`src/rtl/risc_pkg.sv`:
```
// Shared definitions for the 8-bit RISC core: opcodes, sequencer phases and
// the control strobe bundle used by control_unit and its decoder.
package risc_pkg;

   localparam int OPCODE_W = 3;
   localparam int PHASE_W  = 3;

   localparam logic [OPCODE_W-1:0] HLT = 3'd0;
   localparam logic [OPCODE_W-1:0] SKZ = 3'd1;
   localparam logic [OPCODE_W-1:0] ADD = 3'd2;
   localparam logic [OPCODE_W-1:0] AND = 3'd3;
   localparam logic [OPCODE_W-1:0] XOR = 3'd4;
   localparam logic [OPCODE_W-1:0] LDA = 3'd5;
   localparam logic [OPCODE_W-1:0] STO = 3'd6;
   localparam logic [OPCODE_W-1:0] JMP = 3'd7;

   typedef enum logic [PHASE_W-1:0] {
      INST_ADDR  = 3'd0,
      INST_FETCH = 3'd1,
      INST_LOAD  = 3'd2,
      IDLE       = 3'd3,
      OP_ADDR    = 3'd4,
      OP_FETCH   = 3'd5,
      ALU_OP     = 3'd6,
      STORE      = 3'd7
   } phase_e;

   typedef struct packed {
      logic sel;
      logic rd;
      logic ld_ir;
      logic inc_pc;
      logic ld_pc;
      logic ld_ac;
      logic wr;
      logic data_e;
      logic halt;
   } strobes_t;

   // Opcodes whose operand is read from memory and lands in the accumulator.
   function automatic logic is_aluop(input logic [OPCODE_W-1:0] op);
      return (op == ADD) || (op == AND) || (op == XOR) || (op == LDA);
   endfunction

endpackage

```
`src/rtl/control_decode.sv`:
```
// Combinational strobe decoder: maps phase, halted state, opcode, zero flag
// and the advance enable onto the datapath control strobes.
module control_decode
   import risc_pkg::*;
(
   input  phase_e                phase,
   input  logic                  halted,
   input  logic [OPCODE_W-1:0]   opcode,
   input  logic                  zero,
   input  logic                  ena,
   output strobes_t              strobes
);

   logic aluop;

   always_comb begin
      // NOTE: every output gets a default before any branch, so no path can
      // leave a signal unassigned and infer a latch.
      strobes = '0;
      aluop   = is_aluop(opcode);

      if (halted) begin
         strobes.halt = 1'b1;
      end else begin
         unique case (phase)
            INST_ADDR:  strobes.sel = 1'b1;
            INST_FETCH: begin
               strobes.sel = 1'b1;
               strobes.rd  = 1'b1;
            end
            INST_LOAD: begin
               strobes.sel   = 1'b1;
               strobes.rd    = 1'b1;
               strobes.ld_ir = 1'b1;
            end
            IDLE: begin
               strobes.sel = 1'b1;
               strobes.rd  = 1'b1;
            end
            OP_ADDR: begin
               strobes.inc_pc = 1'b1;
               strobes.halt   = (opcode == HLT);
            end
            OP_FETCH:   strobes.rd = aluop;
            ALU_OP: begin
               strobes.rd     = aluop;
               strobes.inc_pc = (opcode == SKZ) && zero;
               strobes.ld_pc  = (opcode == JMP);
               strobes.data_e = (opcode == STO);
            end
            STORE: begin
               strobes.rd     = aluop;
               strobes.ld_ac  = aluop;
               strobes.ld_pc  = (opcode == JMP);
               strobes.data_e = (opcode == STO);
               strobes.wr     = (opcode == STO);
            end
            default: ;
         endcase

         // A stalled phase must not fire edge-acting strobes; bus-facing
         // signals stay decoded so address and data remain stable.
         if (!ena) begin
            strobes.ld_ir  = 1'b0;
            strobes.inc_pc = 1'b0;
            strobes.ld_pc  = 1'b0;
            strobes.ld_ac  = 1'b0;
            strobes.wr     = 1'b0;
         end
      end
   end

endmodule

```
`src/rtl/control_unit.sv`:
```
// Eight-phase instruction sequencer for the 8-bit RISC core. Optional
// single-step gating of instruction start via `CTRL_SINGLE_STEP_EN.
module control_unit
   import risc_pkg::*;
#(
   parameter bit HALT_STICKY = 1'b1
) (
   input  logic                 clk,
   input  logic                 rst_n,
   input  logic                 ena,
`ifdef CTRL_SINGLE_STEP_EN
   input  logic                 step,
`endif
   input  logic [OPCODE_W-1:0]  opcode,
   input  logic                 zero,
   output logic                 sel,
   output logic                 rd,
   output logic                 ld_ir,
   output logic                 inc_pc,
   output logic                 ld_pc,
   output logic                 ld_ac,
   output logic                 wr,
   output logic                 data_e,
   output logic                 halt,
   output logic [PHASE_W-1:0]   phase
);

   phase_e   phase_q, phase_d;
   logic     halted_q, halted_d;
   logic     advance;
   strobes_t strobes;

   always_ff @(posedge clk or negedge rst_n) begin
      if (!rst_n) begin
         phase_q  <= INST_ADDR;
         halted_q <= 1'b0;
      end else begin
         // NOTE: state registers use non-blocking assignments so every flop
         // samples pre-edge values regardless of statement order.
         phase_q  <= phase_d;
         halted_q <= halted_d;
      end
   end

   always_comb begin
      advance = ena;
`ifdef CTRL_SINGLE_STEP_EN
      // A new instruction only starts on a step pulse; once begun it runs
      // to completion on ena alone.
      if (phase_q == INST_ADDR) advance = ena & step;
`endif
      phase_d  = phase_q;
      halted_d = halted_q;

      if (!halted_q && advance) begin
         if (HALT_STICKY && (phase_q == OP_ADDR) && (opcode == HLT)) begin
            halted_d = 1'b1;
         end else begin
            phase_d = phase_e'(phase_q + 3'd1);
         end
      end
   end

   control_decode u_decode (
      .phase   (phase_q),
      .halted  (halted_q),
      .opcode  (opcode),
      .zero    (zero),
      .ena     (ena),
      .strobes (strobes)
   );

   assign sel    = strobes.sel;
   assign rd     = strobes.rd;
   assign ld_ir  = strobes.ld_ir;
   assign inc_pc = strobes.inc_pc;
   assign ld_pc  = strobes.ld_pc;
   assign ld_ac  = strobes.ld_ac;
   assign wr     = strobes.wr;
   assign data_e = strobes.data_e;
   assign halt   = strobes.halt;
   assign phase  = phase_q;

endmodule

```
`config.mk`:
```
export PLATFORM = sky130hd
export DESIGN_NAME = control_unit
export DESIGN_NICKNAME = d
export VERILOG_FILES = /design/src/rtl/risc_pkg.sv /design/src/rtl/control_decode.sv /design/src/rtl/control_unit.sv
export SDC_FILE = /design/constraint.sdc
export NUM_CORES = 1
export LEC_CHECK = 0
export BUFFER_PORTS_ARGS = -buffer_cell sky130_fd_sc_hd__buf_4
export CORE_AREA = 5 5 42 44
export CTS_BUF_LIST = sky130_fd_sc_hd__clkbuf_4
export DETAILED_ROUTE_END_ITERATION = 6
export DIE_AREA = 0 0 47 49
export HOLD_SLACK_MARGIN = 0.12
export SLEW_MARGIN = 5
export SYNTH_ARGS = -nofsm -noshare
export SYNTH_HDL_FRONTEND = slang
export SYNTH_SLANG_ARGS = --single-unit
```
`constraint.sdc`:
```
create_clock -name clk -period 3.85 [get_ports clk]
set_input_delay 0 -clock clk [delete_from_list [all_inputs] [get_ports clk]]
set_output_delay 0 -clock clk [all_outputs]
set_load 0.05 [all_outputs]
```
==> impl_results.md <==
- CTS resizes: 0
- Sink Count: 4
- Nets: 86
- 1st-iter DRT viols: 6
- Critical Path RT: between 4 and 5 ns
- Post-CTS Setup Bufs: 0
- Worst Skew: 0.00210 ns
- Ant. Diodes: 0
- Gr ovfl total: 0
- Syn_area_per_cell: 9.01 um2
- Most common cell after layout, fill and taps aside: buf_4
- Die height: 49 um
- Cell Count Post-Placement: between 70 and 80
- Syn. warnings: 0
- M1 GR Usage: 0.122
- Leak: 0.000315 uW
- CP Capture Type: flip-flop
- Worst Path Max Fanout: 5
- Worst setup path category: flip-flop to flip-flop
- Drt drc: 0
- Site row count: 14
- Slew margin rel.: 0.762
- CTS root buffer: clkbuf_4
- DR WL/cell: 11.4 um
- Largest cells by area after synthesis: dfrtp_1 25%, ha_1 22%, nand2_1 4.6%, o41ai_2 4.0%, a21oi_1 3.7%
- R2R Setup Slk: 1.79 ns
- Synth area leader: dfrtp_1
- WL final: 979 um
- Post-detailed-route count of antenna-violating nets: 0
- Via density: around 4.8
- Fillers: 161
- Die W: 47 um
- Fin crit share: 0.536
- GR Layer Usage met2: 0.145
- Drt pass-1 iters: 4
- Antenna violations before repair: 0
- IO Pins: 19
- CTS H-tree lvls: 1
- Pin count of the biggest net entering global routing: 8
- Synthesized net count: 59
- Via Count: 415
- Routability Congestion: a little over 0.7
- Worst slew pin tran: 0.353 ns
- Sequential Area: 100 um2
- Most frequent cells in the layout: 18 x buf_4, 7 x ha_1, 5 x nand2_1
- Worst Path Arrival: 2.23 ns
- Cell count after synthesis: 45
- Share of cells above drive strength 1: 0.371
- Max clock buf depth: 2
- Die Area: ~2300 um2
- Worst setup SP type: flip-flop
- Fmax: 485 MHz
- Post-Layout Cell Count: between 80 and 90
- Sequential fraction of the synthesis area: 0.247
- Reg clk slew, reported paths: about 0.040 ns
- Met3 Use GR: 0.0148
- MaxCap Viol Count: 0
- Port Buf Inserts: 18
- Vias in the first global route: 426
- Area delta synth->final: 53.7%
- Setup TNS: 0 ns
- Starting Density: 0.289
- CTS tree: built
- Synth top area share: 0.247
- Core area: 1400 um2
- Power per Cell Area: 872 nW/um2
- Multi-input gate area: 290 um2
- Worst-Skew Late Latency: approximately 0.23 ns
- GRT Total Usage: 0.0954
- FF+latch count, synth: 4
- First-pass GRT wire length: 1.66 mm
- Worst hold path type: input pin to flip-flop
- Mapped Area: 405 um2
- Final Critical Period: 2.06 ns
- Setup Viol. Count Final: 0
- Pins over their slew limit: 0
- Status: complete, no violations
- Final hold vios: 0
- CTS Buf Count: 3
- Synth unique cells: 23
- RSZ-0062 raised after global routing: no
- CTS Hold Buffers Added: 4
- Max IR drop VDD: about 440 uV
- Top Usage Layer GRT: met2
-- metrics by stage --
stage / util / setup slack, ns / total power [uW] / hold slack, ns / instance area, um2
after floorplan: - / 1.20 / 375 / -0.296 / 405
after global placement: 0.400 / 2.23 / 488 / -0.203 / 561
after detailed placement: 0.400 / 2.19 / 485 / -0.204 / 561
after CTS: 0.445 / 1.79 / 551 / 0.134 / 623
after global routing: 0.445 / 1.66 / 592 / 0.155 / 623
final: 0.445 / 1.79 / 544 / 0.138 / 623
-- cells by family (layout without fill, tap and decap cells) --
kind of cell	count (synthesis)	in the layout	share of synthesized area
AO/OA/AOI/OAI	10	10	0.182
adder cells (fa/ha/maj)	7	7	0.216
multiplexers	1	1	0.0278
AND/OR/NAND/NOR	17	17	0.247
XOR/XNOR	2	2	0.0432
flip-flops	4	4	0.247
buffers and inverters	4	29	0.0370
-- layout make-up --
| type | count | share of cell area |
|---|---|---|
| inverter | 4 | 0.0241 |
| tap | 16 | 0.0321 |
| clock buffer | 3 | 0.0361 |
| timing repair buffer | 22 | 0.281 |
| multi-input combinational | 37 | 0.466 |
| sequential | 4 | 0.161 |
-- Yosys cell counts --
cell and number:
o21a_1 1, a41oi_1 1, or2b_1 1, o21ai_0 1, or2_2 1, nor2_1 2, dfrtp_1 4, a21oi_1 3
nand2_1 5, o21bai_1 1, and3_1 2, xor2_1 1, nor3_1 2, a211oi_1 1, inv_1 4, a31oi_1 1
xnor2_1 1, ha_1 7, mux2_2 1, or4_4 1, nor2b_4 1, nor4_1 2, o41ai_2 1
-- layer usage --
metal / share of wire / wire [um]
met4: 0 / 0
met2: 0.51 / 499
met3: 0.065 / 64
met5: 0 / 0
met1: 0.42 / 415
-- worst max-delay path: stages, from the launching register on --
cell,delay [ns]
dfrtp_1,0.42
inv_1,0.12
ha_1,0.21
nand2_1,0.10
or4_4,0.44
o21bai_1,0.13
dlygate4sd3_1,0.57
-- flip-flops by register name (all words and copies together) (netlist names) --
register and count:
halted_q 1, phase 3
-- report_power, final --
part           internal [uW]  switching (uW)  total (uW)
logic                    142             250         391
registers               64.1            37.0         101
clock network           34.8            16.2        51.0
total                    241             303         544
-- worst paths after layout --
path                                start  endpoint  cells past startpoint
worst max-delay path             phase[0]  halted_q                      6
worst min register to register   phase[0]  phase[0]                      1
min in group asynchronous           rst_n  phase[0]                      3
worst min-delay path            opcode[2]  phase[2]                      3
worst max register to register   phase[0]  halted_q                      6
max in group asynchronous           rst_n  halted_q                      3
Note: power is estimated with default switching activity, not from simulation.
